<file path="src/rtl/button_conditioner.sv">
// button_conditioner: synchronizes, debounces and edge-detects active-low
// push-buttons, producing clean one-cycle press/release events per channel.
// Each press pulse also appears as a one-cycle low on o_step_n, so a
// negedge-triggered consumer sees exactly one falling edge per event.
// Optional feature macro: BTN_AUTOREPEAT_EN. When it is defined, a held key
// produces repeat press events after REPEAT_DELAY_CYC cycles and then every
// REPEAT_RATE_CYC cycles. Without the macro, one press pulse is produced
// per accepted press and the REPEAT_* parameters are only range-checked.
module button_conditioner #(
  parameter int N_BTN            = 3,
  parameter int DEBOUNCE_CYC     = 500000,
  parameter int REPEAT_DELAY_CYC = 25000000,
  parameter int REPEAT_RATE_CYC  = 5000000,
  parameter int CNT_W            = 26
) (
  input  logic             CLK,
  input  logic             i_reset,
  input  logic [N_BTN-1:0] i_btn_n,
  output logic [N_BTN-1:0] o_btn_n,
  output logic [N_BTN-1:0] o_press,
  output logic [N_BTN-1:0] o_release,
  output logic [N_BTN-1:0] o_step_n
);

  // Elaboration-time guard: every cycle parameter must be at least 1, and
  // its terminal count must fit in the per-channel counters.
  if ((DEBOUNCE_CYC < 1) || (REPEAT_DELAY_CYC < 1) || (REPEAT_RATE_CYC < 1) ||
      (64'(DEBOUNCE_CYC) > (64'd1 << CNT_W)) ||
      (64'(REPEAT_DELAY_CYC) > (64'd1 << CNT_W)) ||
      (64'(REPEAT_RATE_CYC) > (64'd1 << CNT_W))) begin : g_bad_params
    $error("button_conditioner: cycle parameters out of range for CNT_W");
  end

  localparam logic [CNT_W-1:0] DB_LAST = CNT_W'(DEBOUNCE_CYC - 1);

  logic [N_BTN-1:0] r_sync1;
  logic [N_BTN-1:0] r_sync2;

  // Two-flop synchronizer for all raw key inputs; idles at "released".
  always_ff @(posedge CLK) begin
    if (i_reset) begin
      r_sync1 <= '1;
      r_sync2 <= '1;
    end else begin
      r_sync1 <= i_btn_n;
      r_sync2 <= r_sync1;
    end
  end

  for (genvar g = 0; g < N_BTN; g++) begin : g_ch
    logic             r_stable;
    logic [CNT_W-1:0] r_db_cnt;
    logic             r_press;
    logic             r_release;
    logic             r_step_n;
    logic             w_diff;
    logic             w_accept;
    logic             w_press_acc;
    logic             w_release_acc;
    logic             w_repeat;

    // A level change is accepted once the synchronized input has differed
    // from the stable level for DEBOUNCE_CYC consecutive cycles.
    assign w_diff        = (r_sync2[g] != r_stable);
    assign w_accept      = w_diff && (r_db_cnt == DB_LAST);
    assign w_press_acc   = w_accept && !r_sync2[g];
    assign w_release_acc = w_accept &&  r_sync2[g];

    // Debounce counter and accepted level; any disagreement shorter than
    // the debounce window clears the counter and is discarded.
    always_ff @(posedge CLK) begin
      if (i_reset) begin
        r_stable <= 1'b1;
        r_db_cnt <= '0;
      end else if (!w_diff) begin
        r_db_cnt <= '0;
      end else if (w_accept) begin
        r_stable <= r_sync2[g];
        r_db_cnt <= '0;
      end else begin
        r_db_cnt <= r_db_cnt + CNT_W'(1);
      end
    end

`ifdef BTN_AUTOREPEAT_EN
    localparam logic [1:0] S_IDLE   = 2'd0;
    localparam logic [1:0] S_DELAY  = 2'd1;
    localparam logic [1:0] S_REPEAT = 2'd2;

    localparam logic [CNT_W-1:0] RD_LAST = CNT_W'(REPEAT_DELAY_CYC - 1);
    localparam logic [CNT_W-1:0] RR_LAST = CNT_W'(REPEAT_RATE_CYC - 1);

    logic [1:0]       r_state;
    logic [CNT_W-1:0] r_rp_cnt;

    // A repeat fires at the terminal count of the current wait, unless the
    // key is released on that same edge, which cancels it.
    assign w_repeat = !w_release_acc &&
                      (((r_state == S_DELAY)  && (r_rp_cnt == RD_LAST)) ||
                       ((r_state == S_REPEAT) && (r_rp_cnt == RR_LAST)));

    // Auto-repeat sequencer: initial delay after a press, then a fixed
    // rate until the release is accepted.
    always_ff @(posedge CLK) begin
      if (i_reset) begin
        r_state  <= S_IDLE;
        r_rp_cnt <= '0;
      end else if (w_release_acc) begin
        r_state  <= S_IDLE;
        r_rp_cnt <= '0;
      end else if (w_press_acc) begin
        r_state  <= S_DELAY;
        r_rp_cnt <= '0;
      end else begin
        case (r_state)
          S_DELAY: begin
            if (r_rp_cnt == RD_LAST) begin
              r_state  <= S_REPEAT;
              r_rp_cnt <= '0;
            end else begin
              r_rp_cnt <= r_rp_cnt + CNT_W'(1);
            end
          end
          S_REPEAT: begin
            if (r_rp_cnt == RR_LAST) begin
              r_rp_cnt <= '0;
            end else begin
              r_rp_cnt <= r_rp_cnt + CNT_W'(1);
            end
          end
          default: begin
            r_state  <= S_IDLE;
            r_rp_cnt <= '0;
          end
        endcase
      end
    end
`else
    assign w_repeat = 1'b0;
`endif

    // Registered event outputs; the step output is kept as its own flop so
    // that downstream negedge logic sees a glitch-free signal.
    always_ff @(posedge CLK) begin
      if (i_reset) begin
        r_press   <= 1'b0;
        r_release <= 1'b0;
        r_step_n  <= 1'b1;
      end else begin
        r_press   <= w_press_acc | w_repeat;
        r_release <= w_release_acc;
        r_step_n  <= ~(w_press_acc | w_repeat);
      end
    end

    assign o_btn_n[g]   = r_stable;
    assign o_press[g]   = r_press;
    assign o_release[g] = r_release;
    assign o_step_n[g]  = r_step_n;
  end

endmodule
</file>
<file path="config.mk">
export PLATFORM = sky130hd
export DESIGN_NAME = button_conditioner
export DESIGN_NICKNAME = d
export VERILOG_FILES = /design/src/rtl/button_conditioner.sv
export SDC_FILE = /design/constraint.sdc
export NUM_CORES = 1
export LEC_CHECK = 0
export CAP_MARGIN = 15
export CORE_MARGIN = 1.5
export CORE_UTILIZATION = 54
export CTS_CLUSTER_DIAMETER = 40
export DETAILED_ROUTE_END_ITERATION = 16
export PLACE_DENSITY_LB_ADDON = 0.12
export SLEW_MARGIN = 20
export SYNTH_ARGS = -nofsm -noshare
export SYNTH_HDL_FRONTEND = slang
export SYNTH_SLANG_ARGS = --single-unit
</file>
<file path="constraint.sdc">
create_clock -name CLK -period 2 [get_ports CLK]
set_input_delay 0.2 -clock CLK [delete_from_list [all_inputs] [get_ports CLK]]
set_output_delay 0.2 -clock CLK [all_outputs]
set_load 0.02 [all_outputs]
</file>
==> Word level (Yosys, flattened, before mapping) <==
Index checks and enable logic that the tools add are counted.
{ "totals": {"ff_bits": 96, "in_bits": 5, "elab_cells": 50} }
{ "classes": {"n_addsub": 3, "eq_ne": 6, "n_bitwise": 6, "n_reduce_logical": 18} }
{ "op_table": {"columns": ["op", "n"], "rows": [
  ["adder 26 x 1 -> 26 bit (second input constant)", 3],
  ["== test 26 x 19 -> 1 bit (second input constant)", 3],
  ["logical AND 1 bit", 9],
  ["OR reduction 3 bit", 3],
  ["inverter 1 bit", 6],
  ["AND reduction 2 bit", 3],
  ["logical NOT 1 bit", 3],
  ["!= test 1 bit", 3]
]} }

==> Logic depth before layout (Yosys ltp) <==
Gate-level depths: netlist (run 1).
{ "depth": {"depth_word": 4, "ltp_mapped": 6} }

==> Worst setup path before layout (run 1) <==
OpenSTA, ideal clock, no wires.
{ "synth_path": {"kind": "reg-to-reg", "from": "register g_ch[1].r_db_cnt[21]", "to": "register g_ch[1].r_step_n", "t_arrival_ps": 1847, "slack_ps": 26, "path_stages_with_launch": 5, "path_cell_list": "dfxtp_1 > or4_1 > or4b_4 > or2_4 > or3_1"} }
{ "synth_between": {"elab_chain_cells": 4} }
{ "synth_lines": {"columns": ["element", "line", "source"], "rows": [
  ["start, declared", "52", "logic [CNT_W-1:0] r_db_cnt;"],
  ["start signal, assigned", "81", "r_db_cnt <= r_db_cnt + CNT_W'(1);"],
  ["== test 26 x 19 -> 1 bit", "65", "assign w_accept = w_diff && (r_db_cnt == DB_LAST);"],
  ["logical AND 1 bit", "65", null],
  ["logical AND 1 bit", "66", "assign w_press_acc = w_accept && !r_sync2[g];"],
  ["inverter 1 bit", "152", "r_step_n <= ~(w_press_acc | w_repeat);"],
  ["end signal, assigned", "152", null],
  ["end, declared", "55", "logic r_step_n;"]
]} }
Every way passes these cells.
A chain may end at the register's enable or synchronous reset.

==> Worst setup path after layout (run 1) <==
{ "layout_path": {"from": "register g_ch[1].r_db_cnt[23]", "to": "register g_ch[1].r_step_n"} }
Same word-level chain as after synthesis.

==> impl_metrics.tcl, run 1 <==
set metrics [dict create \
    result_of_the_run "finished, violations left" \
    violations_in_the_final_reports "setup timing" \
    wl_per_cell_um 13.8 \
    netlist-cell-type-count 37 \
    syn2layout_area_growth_pct 13.8 \
    syn_nets 515 \
    layout_worst_path_cycle_share 1.01 \
    worstSetupPathType "flop to flop" \
    synth_top_area_share 0.444 \
    combPwrFrac 0.013 \
    finalWorstSetupSlack_ps -17.9 \
    grt_setup_unrepaired "true" \
    cts.htree.levels 3 \
    first_global_vias 3373 \
    switchingPower_mw 0.686 \
    peakVddDrop_mv 0.376 \
    yosys_warnings 0 \
    rows 32 \
    synth_area_leader_cell "dfxtp_1" \
    power.static_leakage_nw 1.47 \
    remaining_drc_errors 0 \
    syn-cell-area_um2 4330 \
    place_ws_ps -2.05 \
    timing.critical_path.cells "or4_4, or4b_4, or2_4, or3_1" \
    drtAntennaViolNets 0 \
    synth_most_common_cell "dfxtp_1" \
    required_ps 2240 \
    post_dp_cell_area_um2 4640 \
    cts_made_buffers 9 \
    wl_um 8790 \
    core_region_area_um2 7730 \
    class_of_the_worst_hold_path "flop to flop" \
    drt-initial-drc-count 190 \
    die-width_um 92.6 \
    global_route_wire_length_before_repair_um 15000 \
    synth_commonest_cells "96 x dfxtp_1, 47 x nor2_1, 37 x a21oi_1" \
    crit_path_max_fanout 3 \
    nNetsFinal 537 \
    cts.sink_count 96 \
    hold_violations 0 \
    power_frac_clock 0.454 \
    synth_ff_type "dfxtp_1" \
    finish.instance_area_um2 4930 \
    number_of_storage_elements_in_the_synthesis_netlist 96 \
    cts.clk_slew.worst_paths_ps 90 \
    number_of_antenna_repair_diodes 0 \
    netlist_instances 507 \
    initial_antenna_violation_count 0 \
    grt_max_degree 19 \
    max_slew_margin 0.528 \
    max_freq_mhz 496 \
    grt_usage 0.217 \
    timing.max_cap.violations 0 \
    cp-end-kind "flop" \
    die_area_um2 8570 \
    worst_hold_slack_ps 411 \
    clock_latency_on_the_worst_skew_pair_ps 360 \
    power_report.internal_total_mw 2.92 \
    cts_hold_repair.buffers 0 \
    slowest_stage "or4_4" \
    number_of_i_o_pins 17 \
    timing.final.crit_period_ps 2020 \
    firstDrtPassIters 5 \
    asyncSetResetFlopFracSynth 0 \
    fin_worst_skew_ps 9.51 \
    postLayoutCoreUtil 0.638 \
    p_total_mw 3.61 \
    net_sw_frac 0.190 \
    portion_of_the_post_synthesis_area_used_by_sequential_elements 0.444 \
    start_util 0.561 \
    n_fill_cell 658 \
    fp.dieH_um 92.6 \
    finalSetupViolCount 1 \
    finalWeightedCongestion 0.851 \
    timing.final.max_slew_violations 0 \
    postSynthAreaPerCell_um2 8.55 \
    numPortBuffers 16 \
    cp_data_arrival_time_ps 2250 \
    clk_root_buffer_cell "clkbuf_8" \
    synth_edf_count 0 \
    tritoncts_clock_tree "built" \
    total_grt_overflow 0 \
    postcts_setup_bufs 0 \
    netlist_top_cells_area "dfxtp_1 44%, xnor2_1 5.1%, or3_1 4.3%" \
    post_route_cells_drive_above_1_share 0.103 \
    via_count_of_the_routed_design 3723 \
    hpwlAfterDp_um 6260 \
    seqPwrFrac 0.532 \
    powerDensity_nw_per_um2 732 \
    clockBufferDepth 2 \
    cp_slowest_stage_delay_ps 520 \
    via_per_inst 5.86 \
    cp-start-kind "flop" \
    tightestPinTransition_ps 701 \
]
## power groups by stage
stage,Clock [mW],Combinational (mW),Sequential [mW]
floorplan,0,0.0252,1.97
global placement,0,0.0462,1.97
detailed placement,0,0.0470,1.97
CTS,1.68,0.0471,1.92
global route,1.74,0.0526,1.92
finish,1.64,0.0476,1.92
## cell families (layout without fill, tap and decap cells)
family | Yosys count | after routing | synth area share
DFF | 96 | 96 | 0.444
adders and majority gates | 3 | 3 | 0.00866
xor gates and xnor gates | 38 | 38 | 0.0768
and+or+nand+nor | 243 | 243 | 0.311
buffers and inverters | 45 | 71 | 0.0500
AOI/OAI and AO/OA | 82 | 82 | 0.110
## cell usage in the layout, fill, tap and decap left out, types with 11 or more instances in the layout
master	synthesis	routed
dfxtp_1	96	96
nor2_1	47	47
a21oi_1	37	37
nand2_1	31	31
or3_1	30	28
nand3_1	26	26
nand4_1	25	25
xnor2_1	25	25
o21ai_0	23	23
buf_4	12	21
inv_1	18	18
clkdlybuf4s50_1	0	16
or4_1	16	15
and4_1	14	14
nor3_1	15	14
xor2_1	13	13
o31ai_1	12	12
nor4_1	12	11
## layout make-up
type | instances | area (µm²) | area share
Tap cell | 102 | 128 | 0.0259
Clock inverter | 5 | 129 | 0.0261
Clock buffer | 10 | 138 | 0.0279
Timing Repair Buffer | 38 | 329 | 0.0667
Multi-Input combinational cell | 366 | 2220 | 0.450
Inverter | 18 | 67.6 | 0.0137
Sequential cell | 96 | 1920 | 0.390
## metrics by stage
| stage | cells | setup TNS, ps |
|---|---|---|
| final | 635 | -17.9 |
| after global routing | 635 | -66.1 |
| after CTS | 635 | -26.5 |
| after detailed placement | 620 | -2.05 |
| after global placement | 620 | -0.668 |
| after floorplan | 507 | 0 |
## worst max-delay path, delay by kind of cell (launching register included)
family	cells	cell delay, ps
DFF	1	320
and+or+nand+nor	4	1580
## what timing repair did
item                                    CTS  global route
resized for setup                         0             6
pin swaps                                 0             0
endpoints found under the setup margin    1             8
## flip-flops by register name, summed over array words and instances (netlist names)
signal / count
r_sync2: 3
r_sync1: 3
g_ch.r_db_cnt: 78
g_ch.r_stable: 3
g_ch.r_step_n: 3
g_ch.r_press: 3
g_ch.r_release: 3
## worst paths after layout
| check | slack, ps | end | start | cells after the start |
|---|---|---|---|---|
| max | -20 | g_ch[1].r_step_n | g_ch[1].r_db_cnt[23] | 4 |
| min | 410 | r_sync2[0] | r_sync1[0] | 1 |
| max reg2reg | -20 | g_ch[1].r_step_n | g_ch[1].r_db_cnt[23] | 4 |
| min reg2reg | 410 | r_sync2[0] | r_sync1[0] | 1 |
## metal layers
| metal | track usage | share of wire |
|---|---|---|
| met1 | 0.302 | 0.50 |
| met5 | 0 | 0 |
| met2 | 0.336 | 0.46 |
| met4 | 0.0949 | 0.016 |
| met3 | 0.0312 | 0.032 |
No activity file was read; power rests on OpenSTA's default activity.
==> inputs of run 2 (changes only) <==
- GPL_TIMING_DRIVEN: not set -> 0
==> run 2 against run 1 <==
Power is 15% lower. Register-to-register slack worse by 40 ps. Clock power decreased by 33%. Count of clock-buffer cells in the layout increased by 1. Sequential power about the same. The run still ends with setup timing left. Worst setup slack worse by 41 ps. Highest routed layer unchanged. Sequential share of layout area is 0.10 points higher. Non-clock buffer count is 11 higher.
==> impl_metrics.tcl, run 2 (synthesized netlist as in run 1, its figures left out) <==
set metrics [dict create \
    result_of_the_run "finished, violations left" \
    violations_in_the_final_reports "setup timing" \
    clk_root_buffer_cell "clkbuf_8" \
    hold_violations 0 \
    net_sw_frac 0.222 \
    critical_path_origin "g_ch[1].r_db_cnt[21]" \
    initial_antenna_violation_count 0 \
    timing.final.crit_period_ps 2060 \
    cp-end-kind "flop" \
    remaining_drc_errors 0 \
    finalWorstSetupSlack_ps -59.1 \
    peakVddDrop_mv 0.349 \
    cp-start-kind "flop" \
    cp_slowest_stage_delay_ps 520 \
    switchingPower_mw 0.681 \
    timing.max_cap.violations 0 \
    post_dp_cell_area_um2 4620 \
    slowest_stage "or4b_4" \
    max_slew_margin 0.619 \
    tightestPinTransition_ps 566 \
    drtAntennaViolNets 0 \
    cts.htree.levels 3 \
    finalSetupViolCount 21 \
    clock_latency_on_the_worst_skew_pair_ps 350 \
    required_ps 2240 \
    post_route_cells_drive_above_1_share 0.125 \
    number_of_i_o_pins 17 \
    numPortBuffers 16 \
    start_util 0.561 \
    finalWeightedCongestion 0.859 \
    via_count_of_the_routed_design 3716 \
    core_region_area_um2 7730 \
    registers.top_by_ff_count "g_ch.r_db_cnt" \
    die_area_um2 8570 \
    largest_register_ff_count 78 \
    cts_made_buffers 9 \
    finish.instance_area_um2 4940 \
    rows 32 \
    worst_reg2reg_startpoint "g_ch[1].r_db_cnt[21]" \
    grt_setup_unrepaired "true" \
    place_ws_ps -269 \
    min-delay-start "i_btn_n[1]" \
    class_of_the_worst_hold_path "input port to flop" \
    fp.dieH_um 92.6 \
    via_per_inst 5.74 \
    firstDrtPassIters 5 \
    tritoncts_clock_tree "built" \
    first_global_vias 3453 \
    clockBufferDepth 2 \
    layout_worst_path_cycle_share 1.03 \
    power_frac_clock 0.358 \
    powerDensity_nw_per_um2 621 \
    drt-initial-drc-count 170 \
    power.static_leakage_nw 1.45 \
    hpwlAfterDp_um 6220 \
    seqPwrFrac 0.626 \
    global_route_wire_length_before_repair_um 15600 \
    worstPathBufferInverterCount 1 \
    p_total_mw 3.07 \
    syn2layout_area_growth_pct 14.0 \
    timing.critical_path.max_delay_family "simple AND/OR/NAND/NOR gates" \
    layout_commonest_cell "dfxtp_1" \
    layout_common_cells "92 x dfxtp_1, 47 x nor2_1, 37 x a21oi_1, 31 x nand2_1, 29 x or3_1" \
    timing.final.max_slew_violations 0 \
    cts.sink_count 96 \
    die-width_um 92.6 \
    cp_data_arrival_time_ps 2300 \
    max_freq_mhz 486 \
    cts_hold_repair.buffers 0 \
    grt_max_degree 16 \
    postLayoutCoreUtil 0.639 \
    fin_worst_skew_ps 8.02 \
    wl_um 8870 \
    wl_per_cell_um 13.7 \
    grt_usage 0.224 \
    number_of_antenna_repair_diodes 0 \
    cts.clk_slew.worst_paths_ps 90 \
    crit_path_max_fanout 10 \
    power_report.internal_total_mw 2.39 \
    timing.critical_path.cells "or4_4, or4b_4, o21ai_2, buf_4, nor2_1" \
    combPwrFrac 0.016 \
    total_grt_overflow 0 \
    nNetsFinal 548 \
    worstSetupPathType "flop to flop" \
]
-- run 2: cell count changes in the layout (fill, tap and decap cells not counted), moves of 3 or more --
cell | before | now
dfxtp_2 | 0 | 3
dfxtp_1 | 96 | 92
bufinv_16 | 4 | 0
clkbuf_1 | 0 | 9
-- run 2: metrics by stage --
stage          cells  hold slack, ps  TNS, ps
2_1_floorplan    507             304        0
3_3_place_gp     625             394    -7750
3_5_place_dp     625             399    -9260
4_1_cts          646             379     -266
5_1_grt          647             403    -1550
6_report         647             396     -615
-- run 2: final cells by class --
class / instances / area (µm²)
clock buffers: 11 / 131
well taps: 102 / 128
repair buffers: 24 / 220
plain buffers: 25 / 164
clock inverters: 5 / 33.8
inverters: 18 / 67.6
flip-flops and latches: 96 / 1930
multi-input cells: 366 / 2260
fillers: 677 / 2790
-- run 2: power groups by stage --
stage,combinational (mW),sequential [mW],clock [mW]
finish,0.0481,1.92,1.10
global route,0.0534,1.92,1.21
CTS,0.0455,1.92,1.14
detailed placement,0.0433,1.97,0
global placement,0.0428,1.97,0
floorplan,0.0252,1.97,0
-- run 2: timing repair --
item / in CTS / in global routing
resized for setup: 16 / 16
setup buffers: 5 / 3
gates cloned: 0 / 0
pin swaps: 1 / 2
endpoints found under the setup margin: 63 / 66
-- run 2: worst paths after layout --
check / endpoint / slack (ps) / cells after the start
worst min-delay path: r_sync1[1] / 400 / 2
worst max register to register: g_ch[1].r_db_cnt[3] / -60 / 5
worst min register to register: r_sync2[2] / 420 / 1
worst max-delay path: g_ch[1].r_db_cnt[3] / -60 / 5
-- run 2: routing by layer --
metal	track usage	vias to the layer above	wire length, µm
met1	0.298	1729	4330
met2	0.361	69	4070
met3	0.0468	20	297
met5	0	-	0
li1	-	1898	-
met4	0.0744	0	170
